[config.mk]
export PLATFORM = sky130hd
export DESIGN_NAME = regfile_wb_arbiter
export DESIGN_NICKNAME = d
export VERILOG_FILES = /design/src/rtl/regfile_wb_arbiter_pkg.sv /design/src/rtl/regfile_wb_arbiter_rr.sv /design/src/rtl/regfile_wb_arbiter.sv
export SDC_FILE = /design/constraint.sdc
export NUM_CORES = 1
export LEC_CHECK = 0
export CORE_ASPECT_RATIO = 1.4
export CORE_MARGIN = 2
export CORE_UTILIZATION = 24
export DETAILED_ROUTE_END_ITERATION = 10
export GPL_TIMING_DRIVEN = 1
export PLACE_DENSITY_LB_ADDON = 0.1
export SLEW_MARGIN = 20
export SYNTH_ARGS = -nofsm -noshare
export SYNTH_HDL_FRONTEND = slang
export SYNTH_SLANG_ARGS = --single-unit
[constraint.sdc]
create_clock -name clk_i -period 4.3 [get_ports clk_i]
set_input_delay 1.075 -clock clk_i [delete_from_list [all_inputs] [get_ports clk_i]]
set_output_delay 1.075 -clock clk_i [all_outputs]
set_load 0.01 [all_outputs]
[src/rtl/regfile_wb_arbiter_pkg.sv]
// rtl/regfile_wb_arbiter_pkg.sv - shared helpers for the regfile writeback arbiter
//
// Purpose: width helper used by the arbiter top and its round-robin picker.
// Ports: none (package).

package regfile_wb_arbiter_pkg;

  // Bits needed to index n entries; never returns 0 so single-entry
  // vectors still get a legal [0:0] range.
  function automatic int safe_clog2(input int n);
    int r;
    r = 1;
    while ((1 << r) < n) begin
      r = r + 1;
    end
    return r;
  endfunction

endpackage

[src/rtl/regfile_wb_arbiter_rr.sv]
// rtl/regfile_wb_arbiter_rr.sv - round-robin picker for the long-latency writeback requesters
//
// Purpose: picks the first valid requester at or after the rotating pointer,
//          wrapping, and advances the pointer past a granted index.
// Ports:
//   clk_i, reset_i  clock, synchronous active-high reset (pointer -> 0)
//   en_i            a grant may be issued this cycle
//   v_i             per-requester valid
//   grant_o         one-hot winner (all zero when en_i=0 or no valid)

module regfile_wb_arbiter_rr
  import regfile_wb_arbiter_pkg::*;
#(
  parameter int num_lat_p = 3
) (
  input  logic                 clk_i,
  input  logic                 reset_i,
  input  logic                 en_i,
  input  logic [num_lat_p-1:0] v_i,
  output logic [num_lat_p-1:0] grant_o
);

  localparam int ptr_width_lp = safe_clog2(num_lat_p);

  logic [ptr_width_lp-1:0] ptr_r;
  logic [ptr_width_lp-1:0] ptr_n;
  logic                    found;
  int                      idx;

  always_comb begin
    grant_o = '0;
    ptr_n   = ptr_r;
    found   = 1'b0;
    idx     = 0;
    for (int i = 0; i < num_lat_p; i++) begin
      idx = int'(ptr_r) + i;
      if (idx >= num_lat_p) begin
        idx = idx - num_lat_p;
      end
      if (en_i && !found && v_i[idx]) begin
        found        = 1'b1;
        grant_o[idx] = 1'b1;
        ptr_n        = (idx == num_lat_p - 1) ? '0 : ptr_width_lp'(idx + 1);
      end
    end
  end

  always_ff @(posedge clk_i) begin
    if (reset_i) begin
      ptr_r <= '0;
    end else if (found) begin
      ptr_r <= ptr_n;
    end
  end

endmodule

[src/rtl/regfile_wb_arbiter.sv]
// rtl/regfile_wb_arbiter.sv - regfile write-port arbiter: pipeline writeback vs long-latency returners
//
// Purpose: the pipeline writeback owns the write port by default; long-latency
//          returners are served round-robin in idle slots, and a shared
//          starvation counter forces one of them in by stalling the pipeline
//          for a single cycle.
// Ports:
//   clk_i, reset_i                      clock, synchronous active-high reset
//   pipe_v_i/pipe_addr_i/pipe_data_i    pipeline writeback (held while stalled)
//   stall_pipe_o                        pipeline write not taken this cycle
//   lat_v_i/lat_addr_i/lat_data_i       packed long-latency requests
//   lat_yumi_o                          one-hot, request consumed this cycle
//   w_v_o/w_addr_o/w_data_o             regfile write port

module regfile_wb_arbiter
  import regfile_wb_arbiter_pkg::*;
#(
  parameter int width_p           = 32,
  parameter int els_p             = 32,
  parameter int num_lat_p         = 3,
  parameter int starve_limit_p    = 8,
  parameter int x0_tied_to_zero_p = 1,
  localparam int addr_width_lp    = safe_clog2(els_p)
) (
  input  logic                               clk_i,
  input  logic                               reset_i,
  input  logic                               pipe_v_i,
  input  logic [addr_width_lp-1:0]           pipe_addr_i,
  input  logic [width_p-1:0]                 pipe_data_i,
  output logic                               stall_pipe_o,
  input  logic [num_lat_p-1:0]               lat_v_i,
  input  logic [num_lat_p*addr_width_lp-1:0] lat_addr_i,
  input  logic [num_lat_p*width_p-1:0]       lat_data_i,
  output logic [num_lat_p-1:0]               lat_yumi_o,
  output logic                               w_v_o,
  output logic [addr_width_lp-1:0]           w_addr_o,
  output logic [width_p-1:0]                 w_data_o
);

  localparam int                      cnt_width_lp  = safe_clog2(starve_limit_p + 1);
  localparam logic [cnt_width_lp-1:0] starve_max_lp = cnt_width_lp'(starve_limit_p);

  logic [cnt_width_lp-1:0] starve_cnt_r;
  logic                    lat_any;
  logic                    override;
  logic                    rr_en;
  logic                    pipe_grant;
  logic                    lat_grant;
  logic [num_lat_p-1:0]    rr_grant;
  logic [num_lat_p:0]      sel;
  logic [addr_width_lp-1:0] mux_addr;
  logic [width_p-1:0]       mux_data;

  assign lat_any  = |lat_v_i;
  assign override = lat_any & (starve_cnt_r == starve_max_lp);

  // The picker only runs in slots the pipeline leaves free or surrenders.
  assign rr_en = ~reset_i & lat_any & (~pipe_v_i | override);

  regfile_wb_arbiter_rr #(
    .num_lat_p(num_lat_p)
  ) rr (
    .clk_i  (clk_i),
    .reset_i(reset_i),
    .en_i   (rr_en),
    .v_i    (lat_v_i),
    .grant_o(rr_grant)
  );

  assign lat_grant    = |rr_grant;
  assign pipe_grant   = ~reset_i & pipe_v_i & ~override;
  assign stall_pipe_o = ~reset_i & pipe_v_i & override;
  assign lat_yumi_o   = rr_grant;

  // One-hot mux: bit 0 is the pipeline, bit k+1 is requester k.
  assign sel = {rr_grant, pipe_grant};

  always_comb begin
    mux_addr = '0;
    mux_data = '0;
    if (sel[0]) begin
      mux_addr = pipe_addr_i;
      mux_data = pipe_data_i;
    end
    for (int i = 0; i < num_lat_p; i++) begin
      if (sel[i+1]) begin
        mux_addr = mux_addr | lat_addr_i[i*addr_width_lp +: addr_width_lp];
        mux_data = mux_data | lat_data_i[i*width_p +: width_p];
      end
    end
  end

  assign w_addr_o = mux_addr;
  assign w_data_o = mux_data;

  // Writes to x0 still complete their handshake; only the enable is dropped.
  assign w_v_o = (pipe_grant | lat_grant) &
                 ~((x0_tied_to_zero_p != 0) & (mux_addr == '0));

  // One counter shared by all requesters: counts cycles where someone is
  // waiting and the pipeline took the port, saturating at the override point.
  always_ff @(posedge clk_i) begin
    if (reset_i) begin
      starve_cnt_r <= '0;
    end else if (lat_grant || !lat_any) begin
      starve_cnt_r <= '0;
    end else if (!override) begin
      starve_cnt_r <= starve_cnt_r + cnt_width_lp'(1);
    end
  end

  a_yumi_onehot : assert property (@(posedge clk_i) disable iff (reset_i)
    $onehot0(lat_yumi_o));

  a_single_source : assert property (@(posedge clk_i) disable iff (reset_i)
    !((|lat_yumi_o) && pipe_grant));

  for (genvar g = 0; g < num_lat_p; g++) begin : g_stable
    a_lat_hold : assert property (@(posedge clk_i) disable iff (reset_i)
      (lat_v_i[g] && !lat_yumi_o[g]) |=>
        (lat_v_i[g] &&
         $stable(lat_addr_i[g*addr_width_lp +: addr_width_lp]) &&
         $stable(lat_data_i[g*width_p +: width_p])));
  end

endmodule

**Word level (Yosys, flattened, before mapping)**

Cells that the tools add are included.

- Logic and storage cells: 101
- Bits of input ports: 154
- Output and inout bits: 42
- Bits in registers: 6

- Reductions and logical operators: 18
- $lt $le $gt $ge: 9
- Bitwise gates (word level): 21
- Multiplexer cells: 38
- Equal/unequal tests: 4
- Add/subtract/negate cells: 9

Operators by type and width:

| cell | count |
|---|---|
| 32-bit 2-to-1 mux | 7 |
| 32-bit by 3-bit equality test with 1-bit output (second input constant) | 3 |
| 32-bit by 1-bit >= comparator with 1-bit output (second input constant) | 3 |
| 32-bit by 4-bit less-than comparator with 1-bit output (second input constant) | 3 |
| 32-bit OR | 3 |
| 32-bit by 3-bit >= comparator with 1-bit output (second input constant) | 2 |
| 32-bit by 3-bit subtractor with 32-bit output (second input constant) | 2 |
| 5-bit 2-to-1 mux | 4 |
| 5-bit OR | 3 |
| 1-bit 2-to-1 mux | 12 |
| 2-bit 2-to-1 mux | 6 |
| 3-bit 2-to-1 mux | 3 |
| 1-bit logical AND | 8 |
| 1-bit bitwise AND | 7 |
| 2-bit adder (second input constant) | 3 |
| 1-bit binary-select mux with 2-bit select | 3 |
| 1-bit demux with 2-bit select | 3 |
| 3-bit OR | 2 |
| 3-bit OR reduction | 2 |
| 5-bit logical NOT | 1 |
| 4-bit by 1-bit adder with 4-bit output (second input constant) | 1 |
| 4-bit equality test (second input constant) | 1 |
| 1-bit NOT | 4 |
| 2-bit by 1-bit adder with 3-bit output (second input constant) | 1 |
| 9 further kinds | 12 |

**Depth between registers and ports, before layout**

- Depth after elaboration: 23
- Mapped depth: 11
- Mapped depth without buffers: 9

**Modules after synthesis**

Synthesis repeated with hierarchy kept, for this count alone.

- Cell total of the unflattened synthesis: 209
- Area, all modules: 1457.6 µm²

Modules (own cells, without submodules):

| module | area an instance (µm²) | instances | sequential area each (µm²) | cells each |
|---|---|---|---|---|
| regfile_wb_arbiter | 1038.5 | 1 | 80.1 | 160 |
| regfile_wb_arbiter_rr | 419.2 | 1 | 40.0 | 49 |

**Least setup slack after synthesis**

Ideal clock, no wire load.

- Path kind: input port to output port
- Start: input port lat_v_i[0]
- End: output port w_v_o
- Data required time: 3.225 ns
- Path buffers: 1
- Slack: 0.354 ns
- Data arrival time: 2.871 ns
- Cell stages on the path: 8
- Path through: nor3_1 a211oi_2 o21ai_2 a21oi_2 buf_6 a222oi_1 nand2_1 or4b_1

- Word-level cells in the longest chain between the ends: 22
- Elaborated cells between the ends (all ways): 42
- Classes of those cells: mux: 18; bitwise: 14; reduce/logical: 10

RTL lines:

| element | RTL line | text |
|---|---|---|
| from (decl) | regfile_wb_arbiter.sv:31 | `input logic [num_lat_p-1:0] lat_v_i,` |
| 3-bit OR reduction | regfile_wb_arbiter.sv:54 | `assign lat_any = \|lat_v_i;` |
| 1-bit bitwise AND | regfile_wb_arbiter.sv:55 | `assign override = lat_any & (starve_cnt_r == starve_max_lp);` |
| 1-bit OR | regfile_wb_arbiter.sv:58 | `assign rr_en = ~reset_i & lat_any & (~pipe_v_i \| override);` |
| 1-bit bitwise AND | regfile_wb_arbiter.sv:58 |  |
| 1-bit logical AND | regfile_wb_arbiter_rr.sv:40 | `if (en_i && !found && v_i[idx]) begin` |
| 1-bit 2-to-1 mux | regfile_wb_arbiter_rr.sv:40 |  |
| 1-bit logical NOT | regfile_wb_arbiter_rr.sv:40 |  |
| 1-bit logical AND (2 in a row) | regfile_wb_arbiter_rr.sv:40 |  |
| (+6 left out) | -- |  |
| 5-bit OR | regfile_wb_arbiter.sv:87 | `mux_addr = mux_addr \| lat_addr_i[i*addr_width_lp +: addr_width_lp];` |
| 5-bit 2-to-1 mux | regfile_wb_arbiter.sv:86 | `if (sel[i+1]) begin` |
| 5-bit OR | regfile_wb_arbiter.sv:87 |  |
| 5-bit 2-to-1 mux (*) | regfile_wb_arbiter.sv:86 |  |
| via w_addr_o[4] | regfile_wb_arbiter.sv:36 | `output logic [addr_width_lp-1:0] w_addr_o,` |
| 5-bit logical NOT (*) | regfile_wb_arbiter.sv:98 | `~((x0_tied_to_zero_p != 0) & (mux_addr == '0));` |
| 1-bit NOT (*) | regfile_wb_arbiter.sv:98 |  |
| 1-bit bitwise AND (*) | regfile_wb_arbiter.sv:97 | `assign w_v_o = (pipe_grant \| lat_grant) &` |
| to (decl) | regfile_wb_arbiter.sv:35 | `output logic w_v_o,` |

Mark *: on every way through the listed nets, which the timed path passes. The rest lies on a longest branch. The select of a mux whose other input is x is not followed.

**Worst setup path after layout**

- Start: input port lat_v_i[0]
- End: output port w_v_o

- Word-level cells in the longest chain between the ends: 22
- Elaborated cells between the ends (all ways): 42
- Classes of those cells: mux: 18; bitwise: 14; reduce/logical: 10

RTL lines:

| element | RTL line |
|---|---|
| 3-bit OR reduction | regfile_wb_arbiter.sv:54 |
| 1-bit bitwise AND | regfile_wb_arbiter.sv:55 |
| 1-bit OR | regfile_wb_arbiter.sv:58 |
| 1-bit bitwise AND | regfile_wb_arbiter.sv:58 |
| 1-bit logical AND | regfile_wb_arbiter_rr.sv:40 |
| 1-bit 2-to-1 mux | regfile_wb_arbiter_rr.sv:40 |
| 1-bit logical NOT | regfile_wb_arbiter_rr.sv:40 |
| 1-bit logical AND (2 in a row) | regfile_wb_arbiter_rr.sv:40 |
| (+5 left out) | -- |
| 5-bit 2-to-1 mux | regfile_wb_arbiter.sv:86 |
| 5-bit OR | regfile_wb_arbiter.sv:87 |
| 5-bit 2-to-1 mux | regfile_wb_arbiter.sv:86 |
| 5-bit OR | regfile_wb_arbiter.sv:87 |
| 5-bit 2-to-1 mux | regfile_wb_arbiter.sv:86 |
| 5-bit logical NOT | regfile_wb_arbiter.sv:98 |
| 1-bit NOT | regfile_wb_arbiter.sv:98 |
| 1-bit bitwise AND (*) | regfile_wb_arbiter.sv:97 |

Mark *: on every way between the ends. The rest lies on a longest branch, timed or not. The select of a mux whose other input is x is not followed.

==> impl_metrics.py <==
metrics = {
    "sta": {
        "min_period_over_period_pct": 97.6,
        "setup_viol": 0,
        "worst_slew_pin_slew_ns": 0.411,
        "slew_violations": 0,
        "hold_slack_ns": 0.502,
        "maxSlewHeadroom_pct": 72.6,
        "timing.final.crit_period_ns": 4.20,
        "timing.fmax_mhz": 238,
        "final-hold-violation-count": 0,
        "skew_ns": 0.00331,
    },
    "routing": {
        "wl_per_cell_um": 17.7,
        "final_antenna_net_count": 0,
        "via_per_inst": 5.26,
        "vias": 2564,
        "first_pass_iters": 8,
        "drt_wl_total_um": 8600,
        "drtIter0Drc": 277,
        "post-route-drc-count": 0,
    },
    "setup_path": {
        "worstPathArrival_ns": 3.12,
        "reg2regPathDepth": 11,
        "crit_fanout": 5,
        "required_ns": 3.22,
        "start_kind": "primary input",
        "path_class": "in -> out",
        "worst_setup_path_end_kind": "output port",
    },
    "synth": {
        "syn-cell-area_mm2": 0.00136,
        "synth-seq-cells": 6,
        "synth_warnings": 0,
        "syn_area_per_cell_um2": 6.58,
        "netlist_instances": 207,
        "synth-seq-area-share_pct": 8.82,
        "synth.distinct_cells": 38,
        "syn-num-nets": 367,
    },
    "clock_network": {
        "cts_tree": "done",
        "h-tree-depth": 1,
        "cts_root_buf": "clkbuf_8",
        "clockBufferDepth": 2,
        "cts.sinks": 6,
        "clock_latency_ns": 0.22,
        "cts_buffers": 3,
        "clkTransAtPathRegs_ns": 0.03,
    },
    "layout": {
        "drive_gt1_share_pct": 14.1,
        "nFillCells": 502,
        "num_antenna_cells": 0,
        "area_growth_pct": 171,
        "final_nets": 581,
        "postLayoutCellArea_mm2": 0.00370,
    },
    "power": {
        "power.total_mw": 0.641,
        "powerDensity_mw_per_mm2": 173,
        "p_leak_nw": 1.61,
        "irDropWorstVdd_v": 0.0000747,
    },
    "grt": {
        "grt_usage_pct": 25.6,
        "grt_pass1_wl_um": 12500,
        "gr-total-overflow": 0,
        "grt_pass1_vias": 2530,
        "antenna_found_initial": 0,
        "grt_max_degree": 28,
    },
    "placement": {
        "globalplace.congestion": 0.805,
        "dpl.hpwl_um": 6840,
        "dpl-instance-area_mm2": 0.00353,
        "io_buffer_count": 195,
    },
    "job": {
        "drv_cap": 0,
    },
    "floorplan": {
        "core-area_mm2": 0.00549,
        "rows": 32,
        "dieWidth_um": 67.7,
        "dieArea_mm2": 0.00630,
        "initial_core_util_pct": 24.8,
        "die_h_um": 93.2,
        "ios": 196,
    },
    "hold_path": {
        "hold_path.class": "reg -> reg",
        "hold_path_depth": 2,
    },
    "outcome": {
        "outcome": "finished, final reports clean",
    },
}
## what timing repair did
| action | CTS | global route |
|---|---|---|
| hold buffers | 0 | 0 |
| pin swaps | 12 | 8 |
| cloned | 0 | 0 |
| buffers inserted | 7 | 2 |
| gates resized for setup | 56 | 15 |
| setup endpoints to repair | 41 | 12 |
## power breakdown
part / switching (mW) / total, mW / internal [mW]
clock: 0.0242 / 0.0843 / 0.0601
combinational: 0.200 / 0.490 / 0.290
sequential: 0.00485 / 0.0658 / 0.0609
## metal layers
metal / share of wire (%) / track usage, %
met2: 52 / 44.6
met5: 0 / 0
met3: 10 / 7.10
met1: 36 / 30.2
met4: 2.0 / 6.29
## cells in the final DEF, fill, tap and decap left out, types with 3 or more instances in the layout
master and instances:
a222oi_1 37, dlymetal6s2s_1 3, inv_1 4, clkdlybuf4s50_1 162, buf_2 3, nand3b_1 4, clkbuf_8 3, o21ai_0 4
a21oi_1 3, ha_1 5, nor2_1 8, dlygate4sd2_1 26, dfxtp_1 6, buf_4 27, nand2_1 79
## registers in the layout (all words and copies together) (netlist names)
register / count
rr.ptr_r: 2
starve_cnt_r: 4
## critical path, stage by stage
cell      delay [ns]
clkbuf_4        0.16
mux2i_2         0.21
o21a_4          0.18
buf_4           0.14
a31oi_4         0.13
buf_4           0.16
a222oi_1        0.28
nand2_1         0.11
or4b_1          0.51
buf_2           0.16
## cells by family after synthesis
kind of cell,count (synthesis),synth area share (%)
adders and majority gates,6,5.51
and+or+nand+nor,108,34.0
buffers and inverters,21,6.89
DFF,6,8.82
muxes,6,4.77
xor gates and xnor gates,2,1.29
AOI/OAI and AO/OA,58,38.8
## stage by stage
stage | worst slack (ns) | utilization, % | cells | TNS (ns)
5_1_grt | -0.0172 | 67.4 | 487 | -0.0172
4_1_cts | -0.0548 | 66.7 | 485 | -0.186
3_3_place_gp | -0.611 | 64.3 | 475 | -16.44
2_1_floorplan | 0.354 | - | 207 | 0
6_report | 0.101 | 67.4 | 487 | 0
3_5_place_dp | -0.708 | 64.3 | 475 | -18.86
## cells in the mapped netlist, drive strengths merged
cell / number / area share [%]
nand4: 1 / 0.46
nand2b: 4 / 2.4
or4b: 1 / 0.73
mux2: 1 / 1.1
nand3b: 4 / 2.2
xor2: 1 / 0.64
a22oi: 1 / 0.92
a31oi: 2 / 0.92
o22ai: 1 / 0.46
inv: 4 / 1.1
nand3: 4 / 1.5
a222oi: 37 / 27
o21ai: 6 / 2.5
mux2i: 5 / 3.7
o22a: 1 / 0.64
or2: 1 / 0.46
buf: 10 / 3.9
nor3: 3 / 1.1
a211oi: 2 / 1.5
a311oi: 1 / 0.64
o21a: 2 / 1.7
o221ai: 1 / 0.64
dfxtp: 6 / 8.8
a21oi: 4 / 1.7
ha: 6 / 5.5
nor2: 9 / 2.5
clkbuf: 7 / 1.9
nand2: 79 / 22
and2: 1 / 0.46
nor2b: 1 / 0.46
xnor2: 1 / 0.64
## cell type report
type	instances	area, um^2	area share, %
Tap cell	68	85.1	2.30
Clock buffer	3	41.3	1.12
Timing Repair Buffer	226	2180	58.9
Inverter	4	15.0	0.406
Multi-Input combinational cell	180	1260	34.0
Sequential cell	6	120	3.25
## path summary, 6_finish.rpt
check / from / end / slack, ns
max reg2reg: rr.ptr_r[0]$_SDFFE_PP0P_ / starve_cnt_r[3]$_SDFFE_PP0N_ / 1.84
max: lat_v_i[0] / w_v_o / 0.10
min reg2reg: starve_cnt_r[2]$_SDFFE_PP0N_ / starve_cnt_r[2]$_SDFFE_PP0N_ / 0.50
min: starve_cnt_r[2]$_SDFFE_PP0N_ / starve_cnt_r[2]$_SDFFE_PP0N_ / 0.50
(Power assumes the default switching activity.)
